===== config.mk =====
export PLATFORM = sky130hd
export DESIGN_NAME = fcsr_rm_unit_flat
export DESIGN_NICKNAME = d
export VERILOG_FILES = /design/src/rtl/fcsr_rm_unit_if.sv /design/src/rtl/fcsr_rm_unit.sv /design/src/flat_wrapper.sv
export SDC_FILE = /design/constraint.sdc
export NUM_CORES = 1
export LEC_CHECK = 0
export CORE_ASPECT_RATIO = 1.2
export CORE_MARGIN = 2
export CORE_UTILIZATION = 32
export CTS_BUF_LIST = sky130_fd_sc_hd__clkbuf_4 sky130_fd_sc_hd__clkbuf_8 sky130_fd_sc_hd__clkbuf_16
export DETAILED_ROUTE_END_ITERATION = 16
export PLACE_DENSITY = 0.82
export SYNTH_ARGS = -nofsm -noshare
export SYNTH_HDL_FRONTEND = slang
export SYNTH_SLANG_ARGS = --single-unit
export TNS_END_PERCENT = 5

===== constraint.sdc =====
create_clock -name clk -period 4.1 [get_ports clk]
set_input_delay 1.025 -clock clk [delete_from_list [all_inputs] [get_ports clk]]
set_output_delay 1.025 -clock clk [all_outputs]
set_load 0.02 [all_outputs]

===== src/rtl/fcsr_rm_unit_if.sv =====
// Signal bundle between the FP pipeline/CSR unit and fcsr_rm_unit.
// The pipeline side drives the master modport; the fcsr block implements the slave.
interface fcsr_rm_unit_if;
  logic        id_fp_valid;
  logic [2:0]  id_rm;
  logic        id_ex_en;
  logic        id_ex_flush;
  logic [2:0]  ex_rm;
  logic        ex_rm_valid;
  logic        id_rm_illegal;
  logic        wb_fflags_valid;
  logic [4:0]  wb_fflags;
  logic        csr_valid;
  logic [11:0] csr_addr;
  logic [1:0]  csr_op;
  logic [31:0] csr_wdata;
  logic        csr_hit;
  logic [31:0] csr_rdata;
  logic [2:0]  frm_o;
  logic [4:0]  fflags_o;

  modport master (
    output id_fp_valid, id_rm, id_ex_en, id_ex_flush,
    output wb_fflags_valid, wb_fflags,
    output csr_valid, csr_addr, csr_op, csr_wdata,
    input  ex_rm, ex_rm_valid, id_rm_illegal, csr_hit, csr_rdata, frm_o, fflags_o
  );

  modport slave (
    input  id_fp_valid, id_rm, id_ex_en, id_ex_flush,
    input  wb_fflags_valid, wb_fflags,
    input  csr_valid, csr_addr, csr_op, csr_wdata,
    output ex_rm, ex_rm_valid, id_rm_illegal, csr_hit, csr_rdata, frm_o, fflags_o
  );
endinterface


===== src/rtl/fcsr_rm_unit.sv =====
// RV32F fcsr (frm + fflags) with rounding-mode resolution into ID/EX,
// flag accrual from writeback and Zicsr access to fflags/frm/fcsr.
module fcsr_rm_unit #(
  parameter logic [2:0] FRM_RESET    = 3'b000,
  parameter logic [4:0] FFLAGS_RESET = 5'b00000
) (
  input logic           clk,
  input logic           reset,
  fcsr_rm_unit_if.slave bus
);
  localparam logic [11:0] ADDR_FFLAGS = 12'h001;
  localparam logic [11:0] ADDR_FRM    = 12'h002;
  localparam logic [11:0] ADDR_FCSR   = 12'h003;

  logic [2:0]  frm_q, frm_d;
  logic [4:0]  fflags_q, fflags_d;
  logic [2:0]  ex_rm_q, ex_rm_d;
  logic        ex_rm_valid_q, ex_rm_valid_d;
  logic [4:0]  fflags_acc;
  logic        csr_hit;
  logic        csr_we;
  logic [31:0] csr_old;
  logic [7:0]  csr_new;
  logic [2:0]  eff_rm;
  logic        rm_illegal;
  logic        unused_wdata;

  // Retiring FP op is older than the CSR op, so its flags land first.
  always_comb begin
    if (bus.wb_fflags_valid) begin
      fflags_acc = fflags_q | bus.wb_fflags;
    end else begin
      fflags_acc = fflags_q;
    end
  end

  // Address decode and pre-update read value.
  always_comb begin
    csr_hit = 1'b0;
    csr_old = 32'h0000_0000;
    case (bus.csr_addr)
      ADDR_FFLAGS: begin csr_hit = 1'b1; csr_old = {27'h0, fflags_acc}; end
      ADDR_FRM:    begin csr_hit = 1'b1; csr_old = {29'h0, frm_q}; end
      ADDR_FCSR:   begin csr_hit = 1'b1; csr_old = {24'h0, frm_q, fflags_acc}; end
      default:     begin csr_hit = 1'b0; csr_old = 32'h0000_0000; end
    endcase
  end

  // Zicsr read-modify-write on the low byte; upper wdata bits never matter.
  always_comb begin
    case (bus.csr_op)
      2'b01:   csr_new = bus.csr_wdata[7:0];
      2'b10:   csr_new = csr_old[7:0] | bus.csr_wdata[7:0];
      2'b11:   csr_new = csr_old[7:0] & ~bus.csr_wdata[7:0];
      default: csr_new = csr_old[7:0];
    endcase
  end

  assign csr_we       = bus.csr_valid & csr_hit & (bus.csr_op != 2'b00);
  assign unused_wdata = ^bus.csr_wdata[31:8];

  // Next fcsr state.
  always_comb begin
    frm_d    = frm_q;
    fflags_d = fflags_acc;
    if (csr_we) begin
      case (bus.csr_addr)
        ADDR_FFLAGS: fflags_d = csr_new[4:0];
        ADDR_FRM:    frm_d    = csr_new[2:0];
        ADDR_FCSR:   begin frm_d = csr_new[7:5]; fflags_d = csr_new[4:0]; end
        default:     begin frm_d = frm_q; fflags_d = fflags_acc; end
      endcase
    end else begin
      frm_d    = frm_q;
      fflags_d = fflags_acc;
    end
  end

  // Dynamic rm sees a same-cycle frm write via frm_d.
  always_comb begin
    if (bus.id_rm == 3'b111) begin
      eff_rm = frm_d;
    end else begin
      eff_rm = bus.id_rm;
    end
    rm_illegal = bus.id_fp_valid &
                 ((eff_rm == 3'b101) | (eff_rm == 3'b110) | (eff_rm == 3'b111));
  end

  // ID/EX boundary: flush beats advance, otherwise hold.
  always_comb begin
    if (bus.id_ex_flush) begin
      ex_rm_d       = 3'b000;
      ex_rm_valid_d = 1'b0;
    end else if (bus.id_ex_en) begin
      ex_rm_d       = eff_rm;
      ex_rm_valid_d = bus.id_fp_valid & ~rm_illegal;
    end else begin
      ex_rm_d       = ex_rm_q;
      ex_rm_valid_d = ex_rm_valid_q;
    end
  end

  // State registers.
  always_ff @(posedge clk) begin
    if (reset) begin
      frm_q         <= FRM_RESET;
      fflags_q      <= FFLAGS_RESET;
      ex_rm_q       <= 3'b000;
      ex_rm_valid_q <= 1'b0;
    end else begin
      frm_q         <= frm_d;
      fflags_q      <= fflags_d;
      ex_rm_q       <= ex_rm_d;
      ex_rm_valid_q <= ex_rm_valid_d;
    end
  end

  assign bus.ex_rm         = ex_rm_q;
  assign bus.ex_rm_valid   = ex_rm_valid_q;
  assign bus.id_rm_illegal = rm_illegal;
  assign bus.csr_hit       = csr_hit;
  assign bus.csr_rdata     = csr_old;
  assign bus.frm_o         = frm_q;
  assign bus.fflags_o      = fflags_q;
endmodule


===== src/flat_wrapper.sv =====
// flat-port wrapper written by rule: the top's interface ports become plain ports
module fcsr_rm_unit_flat 
#(
  parameter logic [2:0] FRM_RESET    = 3'b000,
  parameter logic [4:0] FFLAGS_RESET = 5'b00000
)
  (clk, reset, bus_id_fp_valid, bus_id_rm, bus_id_ex_en, bus_id_ex_flush, bus_wb_fflags_valid, bus_wb_fflags, bus_csr_valid, bus_csr_addr, bus_csr_op, bus_csr_wdata, bus_ex_rm, bus_ex_rm_valid, bus_id_rm_illegal, bus_csr_hit, bus_csr_rdata, bus_frm_o, bus_fflags_o);
  fcsr_rm_unit_if bus_i ();
  input logic clk;
  input logic reset;
  input wire logic [$bits(bus_i.id_fp_valid)-1:0] bus_id_fp_valid;
  input wire logic [$bits(bus_i.id_rm)-1:0] bus_id_rm;
  input wire logic [$bits(bus_i.id_ex_en)-1:0] bus_id_ex_en;
  input wire logic [$bits(bus_i.id_ex_flush)-1:0] bus_id_ex_flush;
  input wire logic [$bits(bus_i.wb_fflags_valid)-1:0] bus_wb_fflags_valid;
  input wire logic [$bits(bus_i.wb_fflags)-1:0] bus_wb_fflags;
  input wire logic [$bits(bus_i.csr_valid)-1:0] bus_csr_valid;
  input wire logic [$bits(bus_i.csr_addr)-1:0] bus_csr_addr;
  input wire logic [$bits(bus_i.csr_op)-1:0] bus_csr_op;
  input wire logic [$bits(bus_i.csr_wdata)-1:0] bus_csr_wdata;
  output wire logic [$bits(bus_i.ex_rm)-1:0] bus_ex_rm;
  output wire logic [$bits(bus_i.ex_rm_valid)-1:0] bus_ex_rm_valid;
  output wire logic [$bits(bus_i.id_rm_illegal)-1:0] bus_id_rm_illegal;
  output wire logic [$bits(bus_i.csr_hit)-1:0] bus_csr_hit;
  output wire logic [$bits(bus_i.csr_rdata)-1:0] bus_csr_rdata;
  output wire logic [$bits(bus_i.frm_o)-1:0] bus_frm_o;
  output wire logic [$bits(bus_i.fflags_o)-1:0] bus_fflags_o;
  assign bus_i.id_fp_valid = bus_id_fp_valid;
  assign bus_i.id_rm = bus_id_rm;
  assign bus_i.id_ex_en = bus_id_ex_en;
  assign bus_i.id_ex_flush = bus_id_ex_flush;
  assign bus_i.wb_fflags_valid = bus_wb_fflags_valid;
  assign bus_i.wb_fflags = bus_wb_fflags;
  assign bus_i.csr_valid = bus_csr_valid;
  assign bus_i.csr_addr = bus_csr_addr;
  assign bus_i.csr_op = bus_csr_op;
  assign bus_i.csr_wdata = bus_csr_wdata;
  assign bus_ex_rm = bus_i.ex_rm;
  assign bus_ex_rm_valid = bus_i.ex_rm_valid;
  assign bus_id_rm_illegal = bus_i.id_rm_illegal;
  assign bus_csr_hit = bus_i.csr_hit;
  assign bus_csr_rdata = bus_i.csr_rdata;
  assign bus_frm_o = bus_i.frm_o;
  assign bus_fflags_o = bus_i.fflags_o;
  fcsr_rm_unit #(.FRM_RESET(FRM_RESET), .FFLAGS_RESET(FFLAGS_RESET)) u_core (.clk(clk), .reset(reset), .bus(bus_i));
endmodule

======== Word-level counts from Yosys, hierarchy flattened ========
Cells that the tools add are included.
storage, ports and cells
  register bits after elaboration ......... 12
operators by class
  mux-type cells .......................... 9
  bitwise operators ....................... 11
  reduce and logical (&&, ||, !) cells .... 4
  eq/ne operators ......................... 10
operators with widths
  operator                                                                number
  8-bit one-hot mux with 3 select lines                                   2
  12-bit by 2-bit equality test with 1-bit output, second input constant  2
  5-bit two-way mux                                                       3
  12-bit by 1-bit equality test with 1-bit output, second input constant  1
  3-bit equality test, second input constant                              4
  8-bit AND                                                               1
  8-bit NOT                                                               1
  8-bit OR                                                                1
  3-bit two-way mux                                                       2
  3-bit one-hot mux with 2 select lines                                   1
  5-bit OR                                                                1
  1-bit AND                                                               4
  2-bit equality test, second input constant                              2
  2-bit OR reduction                                                      2
  3-bit OR reduction                                                      1
  2-bit by 1-bit equality test with 1-bit output, second input constant   1
  1-bit OR                                                                2
  2-bit nonzero test                                                      1
  1-bit two-way mux                                                       1
  1-bit NOT                                                               1

======== Longest topological paths before layout ========
Gate-level depths: netlist of the first run.
  depth after elaboration ................. 14
  depth in mapped cells ................... 7
  gate-level depth less buffers ........... 6

======== Least setup slack after synthesis of the first run ========
OpenSTA, ideal clock, no wires.
  path type ............................... input -> output
  start point ............................. input bus_csr_addr[7]
  end point ............................... output bus_id_rm_illegal
  setup slack ............................. 0.558 ns
  arrival ................................. 2.517 ns
  required time ........................... 3.075 ns
  cell stages on the path ................. 7
  cells stage by stage .................... nor4_4 > and4_1 > buf_6 > mux2_4 > a211oi_2 > nand4_1 > and3_1
on the way
  longest elaborated chain between the ends .. 11
ends and longest elaborated chain
  element                                                                                                                    line                                    RTL
  start: declaration                                                                                                         flat_wrapper.sv:18                      input wire logic [$bits(bus_i.csr_addr)-1:0] bus_csr_addr;
  12-bit by 2-bit equality test with 1-bit output / 12-bit by 1-bit equality test with 1-bit output (equally long branches)  fcsr_rm_unit.sv:41, fcsr_rm_unit.sv:67
  8-bit one-hot mux with 3 select lines / 3-bit OR reduction (equally long branches)                                         n/a
  8-bit AND, or another cell as far along                                                                                    fcsr_rm_unit.sv:54                      2'b11: csr_new = csr_old[7:0] & ~bus.csr_wdata[7:0];
  8-bit one-hot mux with 3 select lines / 1-bit AND (equally long branches)                                                  fcsr_rm_unit.sv:51, fcsr_rm_unit.sv:59
  3-bit one-hot mux with 2 select lines / 1-bit AND (equally long branches)                                                  fcsr_rm_unit.sv:67, fcsr_rm_unit.sv:59
  3-bit two-way mux (*)                                                                                                      fcsr_rm_unit.sv:66                      if (csr_we) begin
  3-bit two-way mux (*)                                                                                                      fcsr_rm_unit.sv:81                      if (bus.id_rm == 3'b111) begin
  3-bit equality test                                                                                                        fcsr_rm_unit.sv:87                      ((eff_rm == 3'b101) | (eff_rm == 3'b110) | (eff_rm == 3'b111));
  1-bit OR                                                                                                                   fcsr_rm_unit.sv:87
  1-bit OR (*)                                                                                                               fcsr_rm_unit.sv:87
  1-bit AND (*)                                                                                                              fcsr_rm_unit.sv:86                      rm_illegal = bus.id_fp_valid &
  end: declaration                                                                                                           flat_wrapper.sv:23                      output wire logic [$bits(bus_i.id_rm_illegal)-1:0] bus_id_rm_illegal;
Mark *: on every way between the ends. The rest lies on a longest branch, timed or not.

======== Final worst setup path of the first run ========
  start point ............................. input bus_csr_addr[9]
  end point ............................... output bus_id_rm_illegal
Same word-level chain as after synthesis.

==> results of run 1 <==
layout make-up:
class	instances	area (um^2)	area share, %
Sequential cell	12	240	13.4
Tap cell	37	46.3	2.57
Multi-Input combinational cell	123	728	40.5
Clock buffer	4	55.1	3.06
Timing Repair Buffer	76	721	40.1
Inverter	2	7.51	0.418
registers in the layout (all words and copies together), names as in the netlist:
| register | count |
|---|---|
| u_core.bus.ex_rm | 3 |
| u_core.bus.ex_rm_valid | 1 |
| u_core.bus.fflags_o | 5 |
| u_core.bus.frm_o | 3 |
timing repair:
action                                 CTS  global route
endpoints found under the hold margin    0             0
pin swaps                                3             6
buffers inserted                         1             1
setup endpoints to repair                1             4
gates resized for setup                  5             4
cell families after synthesis:
family | share of synthesized area (%)
simple gates | 26.9
compound gates | 24.6
buf+inv | 19.7
flops | 21.9
mux | 4.23
xor+xnor | 2.40
other cells | 0.343
metal layers:
metal  GRT usage (%)  wire (um)  vias to the layer above
li1                -          -                      618
met1            15.5       1170                      566
met2            30.4       1620                       55
met3            3.02        235                        4
met4            3.78         41                        0
met5               0          0                        -
critical path: stages:
cell	delay (ns)
clkdlybuf4s50_1	0.44
nor4_4	0.25
and4_4	0.27
mux2_4	0.30
a211oi_2	0.22
nand4_1	0.14
and3_1	0.17
buf_2	0.15
per-stage QoR:
stage          util, %  hold WS, ns
4_1_cts           53.8        0.501
6_report          54.3        0.499
3_3_place_gp      52.0        0.474
2_1_floorplan        -        0.582
3_5_place_dp      52.0        0.479
5_1_grt           54.3        0.514
worst max-delay path by stage:
stage / slack [ns] / end / cells past startpoint / from
after floorplan: 0.56 / bus_id_rm_illegal / 7 / bus_csr_addr[7]
after global placement: -0.37 / bus_id_rm_illegal / 8 / bus_csr_addr[7]
after detailed placement: -0.36 / bus_id_rm_illegal / 8 / bus_csr_addr[7]
after CTS: 0.04 / bus_id_rm_illegal / 8 / bus_csr_addr[8]
after global routing: 0.02 / bus_id_rm_illegal / 8 / bus_csr_addr[3]
final: 0.09 / bus_id_rm_illegal / 8 / bus_csr_addr[9]
report_power, final:
group	switching [uW]	internal (uW)	leakage (uW)
clock network	49.2	85.0	0.0000288
registers	2.62	122	0.0000982
logic	66.9	64.3	0.000641
total	119	271	0.000768
cells in the final DEF (no fill, tap or decap), drive strengths merged, types with 4 or more instances in the layout:
master          n
a211oi          4
o21ai           5
dfxtp          12
nand3           5
conb           24
clkdlybuf4s50  53
a22oi           4
nand2           8
a21oi           5
dlymetal6s2s    4
a31oi           8
nor2           21
clkbuf          4
buf            19
==> results.cfg, run 1 <==
[clocking]
htreeDepth = 1
ctsRootBufferMaster = clkbuf_8
clkSlewWorstSetupHoldPaths_ns = 0.06
cts.sinks = 12
clkLatencyLatePin_ns = 0.24
cts_tree = done
clk_path_buf_depth = 2
numCtsBuffers = 3
postCtsHoldBufs = 0

[job]
drv_cap = 0

[die]
core_um2 = 3310
die_width_um = 57.4
die_h_um = 68.1
num_rows = 23
start_util_pct = 33.1
ios = 107
die-area_um2 = 3910

[placed_design]
gp_congestion = 0.786
place_area_um2 = 1720
pre_cts_slack_ns = -0.362
post-place-cells = 248
hpwl_mm = 2.53
portBuffers = 58

[routing]
wire_per_inst_um = 12.1
drt_wl_total_mm = 3.07
first_pass_iters = 4
drcViolationCount = 0
antenna_left = 0
drt_iter0_drc = 18
viasPerCell = 4.89
vias = 1243

[timing]
setup_viol = 0
rsz0062_at_grt = no
skew_ns = 0.000188
max_freq_mhz = 250
setup_ws_ns = 0.0937
fin_crit_sh_pct = 97.7
slew_violations = 0
tns_ns = 0
finalHoldViolCount = 0
period_needed_ns = 4.01

[worst_setup_path]
cp.arrival_ns = 2.98
r2r_slack_ns = 2.71
worst_setup_path_start_kind = primary input
timing_worst_setup_path_type = primary input to primary output
cp_data_required_time_ns = 3.07
r2r-start = u_core.bus.frm_o[0]
crit_fanout = 2
r2r_cells = 5
endpoint_kind = primary output
regToRegEndpoint = u_core.bus.ex_rm[0]

[yosys]
yosysSeqAreaShare_pct = 21.9
netlist_area_um2 = 1090
synth.most_common_cell = buf_4
synth_top_area_share_pct = 21.9
ys_types = 38
synthFlopType = dfxtp_1
synth_area_leader_cell = dfxtp_1
synth.area.top_cells = dfxtp_1 22%, buf_4 16%, nor2_1 6.9%, a31oi_1 4.6%, nor4_4 3.9%
synthArstFlopShare_pct = 0
synthTopCellsByCount = 24 x buf_4, 20 x nor2_1, 12 x dfxtp_1
yosysWarnings = 0
netlist_instances = 143
synth_edf_count = 0
synth_seq_cells = 12
synth.avg_cell_area_um2 = 7.66

[worst_hold_path]
hold_path.class = flop to flop
hold_depth = 1
min-delay-start = u_core.bus.ex_rm[0]
min_delay_worst_endpoint = u_core.bus.ex_rm[0]

[global_routing]
grtUsageTotal_pct = 15.0
grt_max_degree = 13
antenna_found_initial = 0
grt-ovfl-total = 0
grt_pass1_wl_mm = 4.66
grt_pass1_vias = 1102

[power]
p_per_area_nw_per_um2 = 217
power_uw = 390
ir_drop_mv = 0.152
p_leak_uw = 0.000768

[cells_and_area]
fill_cells = 303
num_antenna_cells = 0
stdcell_area_um2 = 1800
synthToLayoutAreaGrowth_pct = 64.2
stdcell_count = 254
fin_nets = 279
drive_above_1_share_pct = 14.3

[status]
outcome = finished clean
Note: power is estimated with default switching activity, not from simulation.
==> inputs of run 2 (changes only) <==
--- a/config.mk
+++ b/config.mk
@@ -11,6 +11,7 @@
 export CTS_BUF_LIST = sky130_fd_sc_hd__clkbuf_4 sky130_fd_sc_hd__clkbuf_8 sky130_fd_sc_hd__clkbuf_16
 export DETAILED_ROUTE_END_ITERATION = 16
 export PLACE_DENSITY = 0.82
+export SKIP_LAST_GASP = 1
 export SYNTH_ARGS = -nofsm -noshare
 export SYNTH_HDL_FRONTEND = slang
 export SYNTH_SLANG_ARGS = --single-unit
==> results of run 2 <==
No change in the layout: final DEF, timing and power equal those of run 1.
==> inputs of run 3 (changes only) <==
--- a/config.mk
+++ b/config.mk
@@ -10,7 +10,7 @@
 export CORE_UTILIZATION = 32
 export CTS_BUF_LIST = sky130_fd_sc_hd__clkbuf_4 sky130_fd_sc_hd__clkbuf_8 sky130_fd_sc_hd__clkbuf_16
 export DETAILED_ROUTE_END_ITERATION = 16
-export PLACE_DENSITY = 0.82
+export PLACE_DENSITY = 0.95
 export SKIP_LAST_GASP = 1
 export SYNTH_ARGS = -nofsm -noshare
 export SYNTH_HDL_FRONTEND = slang
==> results.cfg, run 3 (synthesis gave the netlist of run 1 again) <==
[worst_hold_path]
hold_path.class = flop to flop
min-delay-start = u_core.bus.ex_rm[2]

[cells_and_area]
final_util_pct = 54.9
fin_nets = 279
largest_reg_flops = 5
mostFrequentLayoutCells = 48 x clkdlybuf4s50_1, 24 x conb_1, 20 x nor2_1
stdcell_area_um2 = 1820
num_antenna_cells = 0
drive_above_1_share_pct = 14.3
synthToLayoutAreaGrowth_pct = 65.9
final_common_cell = clkdlybuf4s50_1

[job]
drv_cap = 0

[worst_setup_path]
cp.arrival_ns = 2.99
cp_top_family = simple AND/OR/NAND/NOR gates
crit_path_max_incr_delay_ns = 0.45
slowest_stage = clkdlybuf4s50_1
r2r_slack_ns = 2.65
worst_setup_path_start_kind = primary input
cp.depth = 8
cp-startpoint = bus_csr_addr[11]
r2r-start = u_core.bus.frm_o[0]
timing_worst_setup_path_type = primary input to primary output
regToRegEndpoint = u_core.bus.ex_rm[0]
cp_data_required_time_ns = 3.07
endpoint_kind = primary output
crit_end = bus_id_rm_illegal
r2r_cells = 5
worst-path-buf-inv = 2
crit_fanout = 3
crit_chain = clkdlybuf4s50_1, nor4_4, and4_4, mux2_4, a211oi_4, nand4_1, and3_1, buf_4

[global_routing]
grt_pass1_wl_mm = 5.20
antenna_found_initial = 0
grtUsageTotal_pct = 16.9
grt-ovfl-total = 0
grt_pass1_vias = 1208
grt_max_degree = 13

[power]
p_per_area_nw_per_um2 = 216
power_uw = 392
p_leak_uw = 0.000814
ir_drop_mv = 0.158

[die]
die_width_um = 57.4
core_um2 = 3310
num_rows = 23
start_util_pct = 33.1
die_h_um = 68.1
ios = 107
die-area_um2 = 3910

[placed_design]
gp_congestion = 0.819
portBuffers = 58
place_area_um2 = 1730
hpwl_mm = 2.58

[timing]
setup_viol = 0
period_needed_ns = 4.01
max_freq_mhz = 249
slew_violations = 0
tns_ns = 0
rsz0062_at_grt = no
fin_crit_sh_pct = 97.9
skew_ns = 0.00107
finalHoldViolCount = 0

[routing]
drt_wl_total_mm = 3.35
first_pass_iters = 4
drcViolationCount = 0
viasPerCell = 5.05
antenna_left = 0
wire_per_inst_um = 13.2
drt_iter0_drc = 39
vias = 1282

[clocking]
cts.sinks = 12
clkSlewWorstSetupHoldPaths_ns = 0.06
numCtsBuffers = 3
ctsRootBufferMaster = clkbuf_8
postCtsHoldBufs = 0
clkLatencyLatePin_ns = 0.24
cts_tree = done
htreeDepth = 1
clk_path_buf_depth = 2

[status]
outcome = finished clean
[run 3: changes by cell type in the layout (fill, tap and decap cells not counted), sizes merged]
cell	change
dlymetal6s2s	+4
dlygate4sd2	+1
clkdlybuf4s50	-5
[run 3: worst register-to-register path: stages (launching register included)]
cell,delay [ns]
dfxtp_1,0.35
mux2_4,0.30
a211oi_4,0.25
buf_4,0.16
a31oi_1,0.08
a31o_1,0.19
[run 3: repair_timing]
| action | 4_1_cts | 5_1_grt |
|---|---|---|
| buffers inserted | 1 | 0 |
| endpoints found under the setup margin | 1 | 9 |
| gates resized for setup | 7 | 10 |
| pin swaps | 2 | 6 |
| gates cloned | 0 | 0 |
[run 3: through the flow]
| step | hold slack [ns] | instances | worst slack [ns] |
|---|---|---|---|
| 2_1_floorplan | 0.582 | 166 | 0.558 |
| 3_3_place_gp | 0.474 | 249 | -0.358 |
| 3_5_place_dp | 0.472 | 249 | -0.397 |
| 4_1_cts | 0.490 | 254 | -0.00910 |
| 5_1_grt | 0.524 | 254 | 0.00139 |
| 6_report | 0.493 | 254 | 0.0866 |
[run 3: how the worst min path moves through the flow]
stage	endpoint	slack, ns	cells after the start
CTS	u_core.bus.ex_rm[2]	0.49	1
finish	u_core.bus.ex_rm[2]	0.49	1
global route	u_core.bus.ex_rm[2]	0.52	1
floorplan	u_core.bus.ex_rm_valid	0.58	2
global placement	u_core.bus.ex_rm[0]	0.47	1
detailed placement	u_core.bus.ex_rm[2]	0.47	1
[run 3: per-layer routing]
layer,vias up,global-route usage [%],share of wire (%)
met1,590,17.8,37
li1,622,-,-
met3,6,3.78,8.1
met5,-,0,0
met2,64,32.0,53
met4,0,7.27,2.0
[run 3: area by class of cell]
type	count	area, um^2
well taps	37	46.3
repair buffers	76	732
flip-flops and latches	12	240
inverters	2	7.51
clock buffers	4	55.1
fillers	295	1490
multi-input cells	123	736
[run 3: power breakdown]
part / switching [uW] / internal [uW]
combinational: 67.9 / 64.3
clock: 50.0 / 85.0
sequential: 2.54 / 122
total: 120 / 271
